**src/rtl/div_unit.sv**
```systemverilog
// Multi-cycle radix-2 restoring divider for DIV/DIVU in the EX stage.
// Result is {remainder, quotient}; ready_o marks result_o valid until start_i drops.
module div_unit #(
    parameter int DATA_W = 32
) (
    input  logic                  clk,
    input  logic                  rst,
    input  logic                  signed_div_i,
    input  logic [DATA_W-1:0]     opdata1_i,
    input  logic [DATA_W-1:0]     opdata2_i,
    input  logic                  start_i,
    input  logic                  annul_i,
    output logic [2*DATA_W-1:0]   result_o,
    output logic                  ready_o
);

    localparam int CNT_W = $clog2(DATA_W + 1);

    typedef enum logic [1:0] {
        S_FREE   = 2'd0,
        S_BYZERO = 2'd1,
        S_ON     = 2'd2,
        S_END    = 2'd3
    } state_t;

    state_t              state_r;
    logic [CNT_W-1:0]    cnt_r;
    logic [DATA_W-1:0]   rem_r;
    logic [DATA_W-1:0]   quo_r;
    logic [DATA_W-1:0]   divisor_r;
    logic                sign1_r;
    logic                sign2_r;
    logic                signed_r;
    logic                ready_r;
    logic [2*DATA_W-1:0] result_r;

    logic [DATA_W:0]     partial_s;
    logic [DATA_W:0]     diff_s;
    logic [DATA_W-1:0]   rem_nxt_s;
    logic [DATA_W-1:0]   quo_nxt_s;
    logic [DATA_W-1:0]   rem_fix_s;
    logic [DATA_W-1:0]   quo_fix_s;
    logic                op1_neg_s;
    logic                op2_neg_s;

    // Two's complement negation; the most negative value wraps onto itself.
    function automatic logic [DATA_W-1:0] negate(input logic [DATA_W-1:0] v);
        return ~v + DATA_W'(1'b1);
    endfunction

    // Magnitude of an operand, taken only when it is a negative signed value.
    function automatic logic [DATA_W-1:0] magnitude(input logic [DATA_W-1:0] v,
                                                    input logic            neg);
        return neg ? negate(v) : v;
    endfunction

    assign op1_neg_s = signed_div_i & opdata1_i[DATA_W-1];
    assign op2_neg_s = signed_div_i & opdata2_i[DATA_W-1];

    // One restoring step; the partial remainder keeps the bit shifted out of rem.
    always_comb begin
        partial_s = {rem_r, quo_r[DATA_W-1]};
        diff_s    = partial_s - {1'b0, divisor_r};
        if (!diff_s[DATA_W]) begin
            rem_nxt_s = diff_s[DATA_W-1:0];
            quo_nxt_s = {quo_r[DATA_W-2:0], 1'b1};
        end else begin
            rem_nxt_s = partial_s[DATA_W-1:0];
            quo_nxt_s = {quo_r[DATA_W-2:0], 1'b0};
        end
    end

    // Sign restoration applied once all iterations are done.
    always_comb begin
        if (signed_r && (sign1_r != sign2_r)) begin
            quo_fix_s = negate(quo_r);
        end else begin
            quo_fix_s = quo_r;
        end
        if (signed_r && sign1_r) begin
            rem_fix_s = negate(rem_r);
        end else begin
            rem_fix_s = rem_r;
        end
    end

    // Control FSM, working registers and registered outputs.
    always_ff @(posedge clk) begin
        if (rst) begin
            state_r   <= S_FREE;
            cnt_r     <= '0;
            rem_r     <= '0;
            quo_r     <= '0;
            divisor_r <= '0;
            sign1_r   <= 1'b0;
            sign2_r   <= 1'b0;
            signed_r  <= 1'b0;
            ready_r   <= 1'b0;
            result_r  <= '0;
        end else begin
            case (state_r)
                S_FREE: begin
                    ready_r  <= 1'b0;
                    result_r <= '0;
                    if (start_i && !annul_i) begin
                        quo_r     <= magnitude(opdata1_i, op1_neg_s);
                        divisor_r <= magnitude(opdata2_i, op2_neg_s);
                        rem_r     <= '0;
                        cnt_r     <= '0;
                        sign1_r   <= op1_neg_s;
                        sign2_r   <= op2_neg_s;
                        signed_r  <= signed_div_i;
                        state_r   <= (opdata2_i == '0) ? S_BYZERO : S_ON;
                    end else begin
                        state_r   <= S_FREE;
                    end
                end
                S_BYZERO: begin
                    result_r <= '0;
                    if (annul_i) begin
                        ready_r <= 1'b0;
                        state_r <= S_FREE;
                    end else begin
                        ready_r <= 1'b1;
                        state_r <= S_END;
                    end
                end
                S_ON: begin
                    if (annul_i) begin
                        ready_r  <= 1'b0;
                        result_r <= '0;
                        state_r  <= S_FREE;
                    end else if (cnt_r == CNT_W'(DATA_W)) begin
                        ready_r  <= 1'b1;
                        result_r <= {rem_fix_s, quo_fix_s};
                        state_r  <= S_END;
                    end else begin
                        ready_r  <= 1'b0;
                        result_r <= '0;
                        rem_r    <= rem_nxt_s;
                        quo_r    <= quo_nxt_s;
                        cnt_r    <= cnt_r + CNT_W'(1'b1);
                        state_r  <= S_ON;
                    end
                end
                S_END: begin
                    if (start_i && !annul_i) begin
                        state_r <= S_END;
                    end else begin
                        ready_r  <= 1'b0;
                        result_r <= '0;
                        state_r  <= S_FREE;
                    end
                end
                default: begin
                    ready_r  <= 1'b0;
                    result_r <= '0;
                    state_r  <= S_FREE;
                end
            endcase
        end
    end

    assign ready_o  = ready_r;
    assign result_o = result_r;

endmodule

```
**config.mk**
```make
export PLATFORM = sky130hd
export DESIGN_NAME = div_unit
export DESIGN_NICKNAME = d
export VERILOG_FILES = /design/src/rtl/div_unit.sv
export SDC_FILE = /design/constraint.sdc
export NUM_CORES = 1
export LEC_CHECK = 0
export BUFFER_PORTS_ARGS = -buffer_cell sky130_fd_sc_hd__buf_2
export CELL_PAD_IN_SITES_DETAIL_PLACEMENT = 2
export CELL_PAD_IN_SITES_GLOBAL_PLACEMENT = 2
export CORE_ASPECT_RATIO = 1.1
export CORE_MARGIN = 5
export CORE_UTILIZATION = 32
export CTS_CLUSTER_DIAMETER = 120
export CTS_CLUSTER_SIZE = 14
export DETAILED_ROUTE_END_ITERATION = 7
export PLACE_DENSITY = 0.81
export SYNTH_ARGS = -nofsm -noshare
export SYNTH_HDL_FRONTEND = slang
export SYNTH_SLANG_ARGS = --single-unit
```
**constraint.sdc**
```tcl
create_clock -name clk -period 3.8 [get_ports clk]
set_clock_uncertainty 0.15 [all_clocks]
set_input_delay 0.38 -clock clk [delete_from_list [all_inputs] [get_ports clk]]
set_output_delay 0.38 -clock clk [all_outputs]
set_load 0.005 [all_outputs]
```
## Word-level counts from Yosys, hierarchy flattened

Cells that the tools add are included.

- Equal/unequal tests: 9
- Muxes and demuxes: 34
- Bitwise gates (word level): 6
- $add $sub $neg: 6
- Reductions and logical operators: 10

Operators with widths:

| cell | number |
|---|---|
| two-way mux 32 bit | 11 |
| two-way mux 64 bit | 3 |
| one-hot mux 64 bit (3 select lines) | 1 |
| adder 32 x 1 -> 32 bit, second input constant | 4 |
| NOT 32 bit | 4 |
| one-hot mux 32 bit (2 select lines) | 2 |
| subtractor 33 x 32 -> 33 bit | 1 |
| zero test 32 bit | 1 |
| two-way mux 6 bit | 3 |
| one-hot mux 6 bit (2 select lines) | 1 |
| two-way mux 2 bit | 5 |
| != test 2 bit, second input constant | 4 |
| one-hot mux 2 bit (4 select lines) | 1 |
| adder 6 x 1 -> 6 bit, second input constant | 1 |
| equality test 6 bit, second input constant | 1 |
| two-way mux 1 bit | 6 |
| equality test 2 bit, second input constant | 2 |
| one-hot mux 1 bit (4 select lines) | 1 |
| AND reduction 4 bit | 1 |
| logical AND 1 bit | 3 |
| AND 1 bit | 2 |
| equality test 2 x 1 -> 1 bit, second input constant | 1 |
| zero test 2 bit | 1 |
| AND reduction 2 bit | 1 |
| other kinds (4) | 4 |

- Input port bits: 69
- Output and inout bits: 65
- Logic and storage cells: 75
- Register bits after elaboration: 172

## Logic depth before layout (Yosys ltp)

- Depth after elaboration: 6
- Depth in mapped cells: 15

## Worst setup path after synthesis

No wires, ideal clock.

- Kind: flip-flop to flip-flop
- Start: register quo_r[31]
- End: register rem_r[19]
- Cell stages (with the launch flop): 16
- Path buffers: 3
- Setup slack: 0.463 ns
- Data required time: 3.577 ns
- Period minus slack after synthesis: 3.337 ns
- Arrival time: 3.114 ns
- Cells stage by stage: dfxtp_1 inv_1 ha_1 fa_1 nand2b_1 a21o_1 and3_1 o31a_1 o21ai_2 a31oi_1 a41o_1 buf_6 or2_1 buf_6 buf_6 o211ai_2

- Cells in the longest elaborated chain, start to end: 5

RTL lines:

| what | RTL line | text |
|---|---|---|
| start, declared | 29 | `logic [DATA_W-1:0] quo_r;` |
| start signal, assigned | 106 | `quo_r <= magnitude(opdata1_i, op1_neg_s);` |
| start signal, assigned | 141 | `quo_r <= quo_nxt_s;` |
| subtractor 33 x 32 -> 33 bit | 63 | `diff_s = partial_s - {1'b0, divisor_r};` |
| two-way mux 32 bit | 64 | `if (!diff_s[DATA_W]) begin` |
| two-way mux 32 bit | 133 | `end else if (cnt_r == CNT_W'(DATA_W)) begin` |
| two-way mux 32 bit | 129 | `if (annul_i) begin` |
| one-hot mux 32 bit (2 select lines) | 101 | `case (state_r)` |
| end signal, assigned | 140 | `rem_r <= rem_nxt_s;` |
| end, declared | 28 | `logic [DATA_W-1:0] rem_r;` |

No other way between the ends. The select of a mux whose other input is x is not followed.
A chain may end at the register's enable or synchronous reset.

## Final worst setup path

- Start: register quo_r[31]
- End: register rem_r[17]

Same word-level chain as after synthesis.

==> results.ini <==
[status]
outcome = finished clean

[clock_network]
ctsHoldBuffers = 0
cts-buffers-inserted = 17
clk_pin_slew_ns = 0.08
h-tree-depth = 4
root_buffer = clkbuf_16
cts_post_setup_buffers_inserted = 0
cts_sinks = 172
cts_tree = built
cts_resized = 0
clockBufferDepth = 2
clkLatencyLatePin_ns = 0.45

[synth]
synth_fp_nets = 1533
synth.distinct_cells = 64
synth_area_mm2 = 0.0110
yosys_most_used_dff = dfxtp_1
synth_area_per_cell_um2 = 7.74
synthCells = 1421
synth_edf_count = 0
ys_warn_count = 0
ys_seq_elements = 172
seq_area_frac_synth = 0.313
async_flop_share = 0

[pwr]
power_density_mw_per_mm2 = 349
pwr-share-clk = 0.406
total_power_mw = 4.46
ir_drop_mv = 0.318
pwr-share-seq = 0.429
switching_share = 0.327
pwr-share-comb = 0.165
p_int_mw = 3.00
leakage_nw = 5.15
power_switching_mw = 1.46

[worst_setup_path]
worstRegToRegCells = 13
reg2reg_from = quo_r[31]
ff2ff_setup_slack_ns = 0.19
worst-path-stages = 13
cp_slowest_stage_delay_ns = 0.39
path_class = flop to flop
slowest_stage = fa_1
crit_fanout = 18
critPathBufInv = 2
required_ns = 4.02
startpoint_type = flop
cp_cell_sequence = inv_1 > ha_1 > fa_1 > nand2b_1 > a21o_1 > and3_1 > o31a_1 > o21ai_2 > a31oi_2 > a41o_1 > or2_1 > buf_4 > o311ai_1
reg2reg_to = rem_r[17]
cp_top_family = compound AO/OA/AOI/OAI gates
crit_path_end_kind = flop
cp.arrival_ns = 3.83

[sta]
setup_tns_ns = 0
hold_viol = 0
holdWs_ns = 0.0879
fin_crit_sh = 0.951
clock.fmax_mhz = 277
tightest_slew_ns = 0.957
slew_headroom = 0.362
setup_ws_ns = 0.186
setup_viol = 0
finalCriticalPeriod_ns = 3.61
final_max_slew_viol_count = 0

[routing]
drc = 0
dr.first_iter.drc_count = 479
vias = 11044
avgViaCountPerCell = 5.60
postRouteAntennaNets = 0
dr.pass1.iters = 4
drt_wl_total_um = 42600
wl_per_cell_um = 21.6

[place]
dpl.cell_count = 1941
io_buffers = 133
post_dp_cell_area_mm2 = 0.0122
place_ws_ns = 0.199
routabilityCongestion = 0.871
dp_hpwl_um = 32000

[die]
die-area_mm2 = 0.0382
rows = 71
initial_core_util = 0.322
die_h_um = 204
die_w_um = 187
ioPinCount = 134
core_mm2 = 0.0341

[cells_and_area]
finalNetCount = 1634
syn_to_final_growth_pct = 16.1
antenna_cells = 0
design_area_mm2 = 0.0128
drive_gt1_frac = 0.150
fill_cells = 4013
layout.cells.non_filler = 1973
fin_util = 0.374

[worst_hold_path]
holdCritPathClass = input pin to flop
holdPathStages = 3
hp-start = opdata2_i[31]
holdPathEnd = divisor_r[31]

[global_routing]
grt_max_degree = 65
grt_pass1_vias = 12192
grt-ovfl-total = 0
grtUsageTotal = 0.220
grt_pass1_wl_um = 67700
antenna_found_initial = 0

[run]
cap_violations = 0

-- synthesized netlist by cell type (all sizes together), types with 11 or more instances --
master / count / share of area
nor2: 149 / 0.051
nor3: 42 / 0.019
a21o: 11 / 0.0075
ha: 42 / 0.048
nand2: 180 / 0.061
dfxtp: 172 / 0.31
o41ai: 13 / 0.013
o21ai: 92 / 0.042
a21oi: 80 / 0.036
o21a: 19 / 0.013
nand2b: 13 / 0.0074
or3: 16 / 0.0091
inv: 51 / 0.017
a22oi: 44 / 0.030
o211ai: 60 / 0.045
nor4: 14 / 0.0097
nand3: 14 / 0.0064
a22o: 20 / 0.016
clkbuf: 79 / 0.027
xor2: 79 / 0.063
o31ai: 19 / 0.013
a211oi: 33 / 0.023
xnor2: 68 / 0.054
-- worst max-delay path by stage --
stage	startpoint	to	slack [ns]
floorplan	quo_r[31]	rem_r[19]	0.46
CTS	quo_r[31]	rem_r[31]	0.15
global placement	quo_r[31]	rem_r[17]	0.31
finish	quo_r[31]	rem_r[17]	0.19
detailed placement	quo_r[31]	rem_r[29]	0.20
global route	quo_r[31]	rem_r[17]	-0.004
-- cells in the final DEF (no fill, tap or decap), drive strengths merged, types with 10 or more instances in the layout --
cell and count:
nor4 14, nor2 149, o21a 19, inv 57
buf 170, nand2b 13, xor2 79, o31ai 19
nand2 180, ha 42, dfxtp 172, a21o 11
or4 10, o211ai 60, o21ai 92, a211oi 33
xnor2 68, a21oi 80, clkbuf 17, nand3 14
a22o 20, nor3 42, o41ai 13, or3 16
a22oi 44
-- flip-flops by register name, summed over array words and instances, names as in the netlist --
register,count
sign1_r,1
signed_r,1
result_o,64
cnt_r,6
quo_r,32
ready_o,1
sign2_r,1
rem_r,32
state_r,2
divisor_r,32
-- power by group through the flow --
| stage | combinational [mW] | sequential (mW) | clock (mW) |
|---|---|---|---|
| finish | 0.736 | 1.91 | 1.81 |
| global route | 0.806 | 1.92 | 1.92 |
| CTS | 0.738 | 1.91 | 1.84 |
| detailed placement | 0.726 | 1.95 | 0 |
| global placement | 0.697 | 1.95 | 0 |
| floorplan | 0.478 | 1.93 | 0 |
-- worst register-to-register path: cells and delay by family, from the launching register on --
kind,cells,cell delay (ns)
adders and majority gates,2,0.61
DFF,1,0.33
and+or+nand+nor,3,0.64
AOI/OAI and AO/OA,6,1.50
buffers and inverters,2,0.30
-- kinds of logic (layout without fill, tap and decap cells) --
family / count (synthesis) / after routing / synth area share
compound gates: 429 / 429 / 0.267
simple gates: 487 / 487 / 0.200
mux: 4 / 4 / 0.00375
buf+inv: 139 / 253 / 0.0497
xor+xnor: 147 / 147 / 0.117
flops: 172 / 172 / 0.313
fa+ha+maj: 43 / 43 / 0.0496
-- metal layers --
layer | wire, µm | GRT usage | share of wire | up-vias
li1 | - | - | - | 5262
met1 | 17900 | 0.252 | 0.42 | 5521
met2 | 22200 | 0.413 | 0.52 | 185
met3 | 995 | 0.0316 | 0.023 | 76
met4 | 1430 | 0.0845 | 0.034 | 0
met5 | 0 | 0 | 0 | -
-- cell type report --
type,count,area [µm²],area share
clock buffers,17,425,0.0333
clock inverters,15,176,0.0138
inverters,51,191,0.0150
multi-input cells,1110,7040,0.551
flip-flops and latches,172,3440,0.270
well taps,438,548,0.0429
repair buffers,170,946,0.0740
No activity file was read; power rests on OpenSTA's default activity.
